===== src/rtl/id_ex_stage_if.sv =====
// ID/EX boundary bus: decoder/register-file inputs, stall enables and EX-side register outputs.
interface id_ex_stage_if #(
  parameter int unsigned DATA_W = 32,
  parameter int unsigned CNT_W  = 16
);
  logic [7:0]        ConMux_i;
  logic              Flush_i;
  logic              Hold_i;
  logic [4:0]        IFID_Rs_i;
  logic [4:0]        IFID_Rt_i;
  logic [4:0]        IFID_Rd_i;
  logic [DATA_W-1:0] RSdata_i;
  logic [DATA_W-1:0] RTdata_i;
  logic [DATA_W-1:0] Imm_i;

  logic              PCWrite_o;
  logic              IFIDWrite_o;
  logic              RegWrite_o;
  logic              MemtoReg_o;
  logic              MemRead_o;
  logic              MemWrite_o;
  logic              ALUSrc_o;
  logic              RegDst_o;
  logic [1:0]        ALUOp_o;
  logic [DATA_W-1:0] RSdata_o;
  logic [DATA_W-1:0] RTdata_o;
  logic [DATA_W-1:0] Imm_o;
  logic [4:0]        Rs_o;
  logic [4:0]        Rt_o;
  logic [4:0]        Rd_o;
  logic              Valid_o;
  logic [CNT_W-1:0]  BubbleCnt_o;

  modport master (
    output ConMux_i, Flush_i, Hold_i, IFID_Rs_i, IFID_Rt_i, IFID_Rd_i,
           RSdata_i, RTdata_i, Imm_i,
    input  PCWrite_o, IFIDWrite_o, RegWrite_o, MemtoReg_o, MemRead_o, MemWrite_o,
           ALUSrc_o, RegDst_o, ALUOp_o, RSdata_o, RTdata_o, Imm_o, Rs_o, Rt_o, Rd_o,
           Valid_o, BubbleCnt_o
  );

  modport slave (
    input  ConMux_i, Flush_i, Hold_i, IFID_Rs_i, IFID_Rt_i, IFID_Rd_i,
           RSdata_i, RTdata_i, Imm_i,
    output PCWrite_o, IFIDWrite_o, RegWrite_o, MemtoReg_o, MemRead_o, MemWrite_o,
           ALUSrc_o, RegDst_o, ALUOp_o, RSdata_o, RTdata_o, Imm_o, Rs_o, Rt_o, Rd_o,
           Valid_o, BubbleCnt_o
  );
endinterface


===== src/rtl/id_ex_stage.sv =====
// ID/EX pipeline register with load-use hazard detection and a saturating bubble counter.
module id_ex_stage #(
  parameter int unsigned DATA_W = 32,
  parameter int unsigned CNT_W  = 16
) (
  input logic         clk_i,
  input logic         rst_n_i,
  id_ex_stage_if.slave bus
);

  typedef struct packed {
    logic              reg_write;
    logic              mem_to_reg;
    logic              mem_read;
    logic              mem_write;
    logic              alu_src;
    logic [1:0]        alu_op;
    logic              reg_dst;
    logic [4:0]        rs;
    logic [4:0]        rt;
    logic [4:0]        rd;
    logic [DATA_W-1:0] rs_data;
    logic [DATA_W-1:0] rt_data;
    logic [DATA_W-1:0] imm;
    logic              valid;
  } ex_t;

  ex_t              ex_q, ex_d;
  logic [CNT_W-1:0] cnt_q, cnt_d;
  logic             hazard_c;
  logic             advance_c;

  // Load in EX whose destination is read by the instruction in ID.
  assign hazard_c = ex_q.mem_read & ex_q.valid & (ex_q.rt != 5'd0) &
                    ((ex_q.rt == bus.IFID_Rs_i) | (ex_q.rt == bus.IFID_Rt_i));

  // A flush discards the ID instruction, so a hazard against it must not stall the front end.
  assign advance_c       = ~bus.Hold_i & ~(hazard_c & ~bus.Flush_i);
  assign bus.PCWrite_o   = advance_c;
  assign bus.IFIDWrite_o = advance_c;

  always_comb begin
    ex_d  = ex_q;
    cnt_d = cnt_q;
    if (bus.Hold_i) begin
      ex_d  = ex_q;
    end else if (bus.Flush_i) begin
      ex_d  = '0;
    end else if (hazard_c) begin
      ex_d  = '0;
      if (cnt_q != {CNT_W{1'b1}}) cnt_d = cnt_q + CNT_W'(1);
    end else begin
      {ex_d.reg_write, ex_d.mem_to_reg, ex_d.mem_read, ex_d.mem_write,
       ex_d.alu_src, ex_d.alu_op, ex_d.reg_dst} = bus.ConMux_i;
      ex_d.rs      = bus.IFID_Rs_i;
      ex_d.rt      = bus.IFID_Rt_i;
      ex_d.rd      = bus.IFID_Rd_i;
      ex_d.rs_data = bus.RSdata_i;
      ex_d.rt_data = bus.RTdata_i;
      ex_d.imm     = bus.Imm_i;
      ex_d.valid   = 1'b1;
    end
  end

  always_ff @(posedge clk_i or negedge rst_n_i) begin
    if (!rst_n_i) begin
      ex_q  <= '0;
      cnt_q <= '0;
    end else begin
      ex_q  <= ex_d;
      cnt_q <= cnt_d;
    end
  end

  assign bus.RegWrite_o  = ex_q.reg_write;
  assign bus.MemtoReg_o  = ex_q.mem_to_reg;
  assign bus.MemRead_o   = ex_q.mem_read;
  assign bus.MemWrite_o  = ex_q.mem_write;
  assign bus.ALUSrc_o    = ex_q.alu_src;
  assign bus.ALUOp_o     = ex_q.alu_op;
  assign bus.RegDst_o    = ex_q.reg_dst;
  assign bus.Rs_o        = ex_q.rs;
  assign bus.Rt_o        = ex_q.rt;
  assign bus.Rd_o        = ex_q.rd;
  assign bus.RSdata_o    = ex_q.rs_data;
  assign bus.RTdata_o    = ex_q.rt_data;
  assign bus.Imm_o       = ex_q.imm;
  assign bus.Valid_o     = ex_q.valid;
  assign bus.BubbleCnt_o = cnt_q;

endmodule

===== src/flat_wrapper.sv =====
// flat-port wrapper written by rule: the top's interface ports become plain ports
module id_ex_stage_flat 
#(
  parameter int unsigned DATA_W = 32,
  parameter int unsigned CNT_W  = 16
)
  (clk_i, rst_n_i, bus_ConMux_i, bus_Flush_i, bus_Hold_i, bus_IFID_Rs_i, bus_IFID_Rt_i, bus_IFID_Rd_i, bus_RSdata_i, bus_RTdata_i, bus_Imm_i, bus_PCWrite_o, bus_IFIDWrite_o, bus_RegWrite_o, bus_MemtoReg_o, bus_MemRead_o, bus_MemWrite_o, bus_ALUSrc_o, bus_RegDst_o, bus_ALUOp_o, bus_RSdata_o, bus_RTdata_o, bus_Imm_o, bus_Rs_o, bus_Rt_o, bus_Rd_o, bus_Valid_o, bus_BubbleCnt_o);
  id_ex_stage_if #(.DATA_W(DATA_W), .CNT_W(CNT_W)) bus_i ();
  input logic clk_i;
  input logic rst_n_i;
  input wire logic [$bits(bus_i.ConMux_i)-1:0] bus_ConMux_i;
  input wire logic [$bits(bus_i.Flush_i)-1:0] bus_Flush_i;
  input wire logic [$bits(bus_i.Hold_i)-1:0] bus_Hold_i;
  input wire logic [$bits(bus_i.IFID_Rs_i)-1:0] bus_IFID_Rs_i;
  input wire logic [$bits(bus_i.IFID_Rt_i)-1:0] bus_IFID_Rt_i;
  input wire logic [$bits(bus_i.IFID_Rd_i)-1:0] bus_IFID_Rd_i;
  input wire logic [$bits(bus_i.RSdata_i)-1:0] bus_RSdata_i;
  input wire logic [$bits(bus_i.RTdata_i)-1:0] bus_RTdata_i;
  input wire logic [$bits(bus_i.Imm_i)-1:0] bus_Imm_i;
  output wire logic [$bits(bus_i.PCWrite_o)-1:0] bus_PCWrite_o;
  output wire logic [$bits(bus_i.IFIDWrite_o)-1:0] bus_IFIDWrite_o;
  output wire logic [$bits(bus_i.RegWrite_o)-1:0] bus_RegWrite_o;
  output wire logic [$bits(bus_i.MemtoReg_o)-1:0] bus_MemtoReg_o;
  output wire logic [$bits(bus_i.MemRead_o)-1:0] bus_MemRead_o;
  output wire logic [$bits(bus_i.MemWrite_o)-1:0] bus_MemWrite_o;
  output wire logic [$bits(bus_i.ALUSrc_o)-1:0] bus_ALUSrc_o;
  output wire logic [$bits(bus_i.RegDst_o)-1:0] bus_RegDst_o;
  output wire logic [$bits(bus_i.ALUOp_o)-1:0] bus_ALUOp_o;
  output wire logic [$bits(bus_i.RSdata_o)-1:0] bus_RSdata_o;
  output wire logic [$bits(bus_i.RTdata_o)-1:0] bus_RTdata_o;
  output wire logic [$bits(bus_i.Imm_o)-1:0] bus_Imm_o;
  output wire logic [$bits(bus_i.Rs_o)-1:0] bus_Rs_o;
  output wire logic [$bits(bus_i.Rt_o)-1:0] bus_Rt_o;
  output wire logic [$bits(bus_i.Rd_o)-1:0] bus_Rd_o;
  output wire logic [$bits(bus_i.Valid_o)-1:0] bus_Valid_o;
  output wire logic [$bits(bus_i.BubbleCnt_o)-1:0] bus_BubbleCnt_o;
  assign bus_i.ConMux_i = bus_ConMux_i;
  assign bus_i.Flush_i = bus_Flush_i;
  assign bus_i.Hold_i = bus_Hold_i;
  assign bus_i.IFID_Rs_i = bus_IFID_Rs_i;
  assign bus_i.IFID_Rt_i = bus_IFID_Rt_i;
  assign bus_i.IFID_Rd_i = bus_IFID_Rd_i;
  assign bus_i.RSdata_i = bus_RSdata_i;
  assign bus_i.RTdata_i = bus_RTdata_i;
  assign bus_i.Imm_i = bus_Imm_i;
  assign bus_PCWrite_o = bus_i.PCWrite_o;
  assign bus_IFIDWrite_o = bus_i.IFIDWrite_o;
  assign bus_RegWrite_o = bus_i.RegWrite_o;
  assign bus_MemtoReg_o = bus_i.MemtoReg_o;
  assign bus_MemRead_o = bus_i.MemRead_o;
  assign bus_MemWrite_o = bus_i.MemWrite_o;
  assign bus_ALUSrc_o = bus_i.ALUSrc_o;
  assign bus_RegDst_o = bus_i.RegDst_o;
  assign bus_ALUOp_o = bus_i.ALUOp_o;
  assign bus_RSdata_o = bus_i.RSdata_o;
  assign bus_RTdata_o = bus_i.RTdata_o;
  assign bus_Imm_o = bus_i.Imm_o;
  assign bus_Rs_o = bus_i.Rs_o;
  assign bus_Rt_o = bus_i.Rt_o;
  assign bus_Rd_o = bus_i.Rd_o;
  assign bus_Valid_o = bus_i.Valid_o;
  assign bus_BubbleCnt_o = bus_i.BubbleCnt_o;
  id_ex_stage #(.DATA_W(DATA_W), .CNT_W(CNT_W)) u_core (.clk_i(clk_i), .rst_n_i(rst_n_i), .bus(bus_i));
endmodule

===== config.mk =====
export PLATFORM = sky130hd
export DESIGN_NAME = id_ex_stage_flat
export DESIGN_NICKNAME = d
export VERILOG_FILES = /design/src/rtl/id_ex_stage_if.sv /design/src/rtl/id_ex_stage.sv /design/src/flat_wrapper.sv
export SDC_FILE = /design/constraint.sdc
export NUM_CORES = 1
export LEC_CHECK = 0
export CORE_MARGIN = 4
export CORE_UTILIZATION = 46
export DETAILED_ROUTE_END_ITERATION = 10
export GPL_ROUTABILITY_DRIVEN = 0
export PLACE_DENSITY = 0.87
export SYNTH_ARGS = -nofsm -noshare
export SYNTH_HDL_FRONTEND = slang
export SYNTH_SLANG_ARGS = --single-unit

===== constraint.sdc =====
create_clock -name clk_i -period 3.55 [get_ports clk_i]
set_input_delay 0.71 -clock clk_i [delete_from_list [all_inputs] [get_ports clk_i]]
set_output_delay 0.71 -clock clk_i [all_outputs]
set_load 0.01 [all_outputs]

==> impl_metrics.py <==
metrics = {
    "run_status": {
        "status": "completed",
    },
    "synth": {
        "synth_ff_type": "dfrtp_1",
        "synth_cell_types": 30,
        "ys_ff_latch": 136,
        "netlist_area_sq_mm": 0.00596,
        "synth_edf_count": 0,
        "syn_avg_cell_area_sq_um": 12.2,
        "synthCells": 487,
        "syn_nets": 611,
        "yosys_warnings": 0,
        "yosysSeqAreaShare": 0.571,
        "async_flop_share": 1.00,
    },
    "setup_path": {
        "crit_type": "primary input to output pin",
        "cpPeakStageDelay_ns": 0.58,
        "cp_slowest_cell": "clkdlybuf4s50_1",
        "reg2regPathDepth": 6,
        "start_kind": "primary input",
        "crit_fanout": 3,
        "end_kind": "output pin",
        "path_cells": "clkdlybuf4s50_1 -> xor2_1 -> nor2_1 -> a22oi_2 -> nor2b_4 -> a21oi_1 -> clkdlybuf4s50_1",
        "crit_arrival_ns": 2.65,
        "crit_required_ns": 2.84,
        "critPathMostFrequentCell": "clkdlybuf4s50_1",
    },
    "grt": {
        "grt_max_degree": 241,
        "grt_pass1_wl_mm": 26.2,
        "grt_pass1_vias": 5123,
        "antenna_found_initial": 0,
        "grt_overflow_total": 0,
        "track_usage": 0.223,
    },
    "clock_tree": {
        "root_buffer": "clkbuf_16",
        "clockBufferDepth": 2,
        "clkLatencyLatePin_ns": 0.40,
        "cts_buffers": 17,
        "cts_tree": "built",
        "ctsResizeCount": 0,
        "clk_pin_slew_ns": 0.06,
        "postCtsSetupBuffers": 0,
        "clock-sinks": 136,
        "hold_buffers": 0,
        "htree_levels": 4,
    },
    "power_and_ir_drop": {
        "switching_share": 0.224,
        "combPwrFrac": 0.159,
        "peakVddDrop_mv": 0.295,
        "p_seq_frac": 0.391,
        "powerDensity_mw_per_mm2": 480,
        "p_int_mw": 3.44,
        "clkPwrFrac": 0.451,
        "leakage_nw": 4.01,
        "switchingPower_mw": 0.992,
    },
    "sta": {
        "worst_pin_slew_ns": 0.946,
        "fin_crit_ns": 3.36,
        "hold_violations": 0,
        "fmax_mhz": 298,
        "finalSetupTns_ns": 0,
        "slew_violations": 0,
        "fin_ws_ns": 0.190,
        "fin_crit_sh": 0.946,
        "slew_headroom": 0.369,
        "fin_worst_skew_ns": 0.0118,
        "setup_violations": 0,
        "rsz0062_at_grt": "no",
    },
    "cells_and_area": {
        "fin_nets": 852,
        "areaGrowthSynthToFinish_pct": 55.4,
        "drive_gt1_frac": 0.0568,
        "antenna_cells": 0,
        "fin_util": 0.730,
    },
    "worst_hold_path": {
        "hp-class": "primary input to asynchronous set/reset pin",
    },
    "floorplan": {
        "rows": 41,
        "chipHeight_microns": 122,
        "fp.dieArea_sq_mm": 0.0148,
        "start_util": 0.470,
        "ios": 261,
        "core-area_sq_mm": 0.0127,
        "die_x_microns": 122,
    },
    "routing": {
        "drt_iter0_drc": 393,
        "wl_per_cell_microns": 17.7,
        "vias_per_cell": 5.20,
        "vias": 4739,
        "ant_nets": 0,
        "drcViolationCount": 0,
        "wirelength_mm": 16.1,
        "drt_pass1_iterations": 4,
    },
    "placed_design": {
        "port_buffers": 260,
        "dp_hpwl_mm": 11.1,
        "pre_cts_ws_ns": 0.0781,
    },
    "flow_run": {
        "cap_violations": 0,
    },
}
-- Yosys cell counts, drive strengths merged (4+ instances only) --
| master | count | area share |
|---|---|---|
| nand2 | 5 | 0.0032 |
| a22o | 119 | 0.18 |
| clkbuf | 27 | 0.017 |
| nor2 | 7 | 0.0057 |
| nand4 | 8 | 0.0084 |
| nor2b | 120 | 0.13 |
| xor2 | 11 | 0.016 |
| buf | 16 | 0.028 |
| xnor2 | 14 | 0.021 |
| nand3 | 5 | 0.0042 |
| and3 | 4 | 0.0042 |
| dfrtp | 136 | 0.57 |
-- cells in the final DEF, fill, tap and decap left out, drive strengths merged --
cell,Yosys,final
clkdlybuf4s50,0,258
dfrtp,136,136
nor2b,120,120
a22o,119,119
clkbuf,27,20
xnor2,14,14
xor2,11,11
nand4,8,8
nor2,7,7
buf,16,7
bufinv,0,6
nand3,5,5
nand2,5,5
and3,4,4
clkinv,0,3
nor3,2,2
inv,1,2
a22oi,1,1
or3,1,1
o311a,1,1
a21oi,1,1
and2,1,1
or2,1,1
o311ai,1,1
nand4b,1,1
o31ai,1,1
or4b,1,1
mux2,1,1
ha,1,1
clkinvlp,0,1
-- flip-flops by register name, summed over array words and instances, names as in the netlist --
register and flops:
u_core.bus.Imm_o 32, u_core.bus.RSdata_o 32, u_core.bus.RTdata_o 32, u_core.bus.BubbleCnt_o 16, u_core.bus.Rd_o 5, u_core.bus.Rs_o 5, u_core.bus.Rt_o 5, u_core.bus.ALUOp_o 2
u_core.bus.ALUSrc_o 1, u_core.bus.MemRead_o 1, u_core.bus.MemWrite_o 1, u_core.bus.MemtoReg_o 1, u_core.bus.RegDst_o 1, u_core.bus.RegWrite_o 1, u_core.bus.Valid_o 1
-- through the flow --
step | cells | total power, mW | hold slack [ns] | area (sq um)
6_report | 912 | 4.44 | 0.267 | 9250
4_1_cts | 912 | 4.48 | 0.293 | 9250
5_1_grt | 912 | 4.62 | 0.309 | 9250
2_1_floorplan | 487 | 2.03 | 0.414 | 5960
3_5_place_dp | 881 | 2.46 | 0.485 | 8570
3_3_place_gp | 881 | 2.45 | 0.476 | 8570
-- power by group through the flow --
stage          logic, mW  registers (mW)  clock network, mW
2_1_floorplan      0.232            1.80                  0
3_3_place_gp       0.693            1.75                  0
3_5_place_dp       0.708            1.76                  0
4_1_cts            0.712            1.73               2.04
5_1_grt            0.757            1.75               2.12
6_report           0.704            1.73               2.00
-- critical path: cells and delay by family --
family	cells	cell delay, ns
XOR/XNOR	1	0.18
AND/OR/NAND/NOR	2	0.17
buffers and inverters	2	1.09
AO/OA/AOI/OAI	2	0.51
-- path summary, 6_finish.rpt --
kind	startpoint	endpoint	slack [ns]
worst min register to register	u_core.bus.BubbleCnt_o[9]	u_core.bus.BubbleCnt_o[9]	0.49
min in group clk_i	u_core.bus.BubbleCnt_o[9]	u_core.bus.BubbleCnt_o[9]	0.49
max in group asynchronous	rst_n_i	u_core.bus.RTdata_o[23]	2.49
worst max-delay path	bus_IFID_Rs_i[3]	bus_PCWrite_o	0.19
worst max register to register	u_core.bus.Rt_o[1]	u_core.bus.Imm_o[29]	1.23
worst min-delay path	rst_n_i	u_core.bus.RSdata_o[5]	0.27
-- cells by family (layout without fill, tap and decap cells) --
family                   after synthesis  after routing  synth area share
XOR/XNOR                              25             25            0.0368
multiplexers                           1              1           0.00189
buffers and inverters                 44            297            0.0454
AO/OA/AOI/OAI                        124            124             0.182
adder cells (fa/ha/maj)                1              1           0.00210
flip-flops                           136            136             0.571
AND/OR/NAND/NOR                      156            156             0.161
-- metal layers --
metal,global-route usage,routed length (microns),vias to the layer above
li1,-,-,2210
met1,0.279,6550,2292
met2,0.363,7920,201
met3,0.0571,1120,36
met4,0.105,520,0
met5,0,0,-
-- area by class of cell --
class | instances | area, sq um
fill | 852 | 3420
sequential | 136 | 3400
timing repair buffer | 265 | 2670
multi-input combinational | 307 | 2290
clock buffer | 20 | 457
clock inverter | 11 | 219
tap | 172 | 215
inverter | 1 | 3.75
Power figures use the tool's default switching activity.
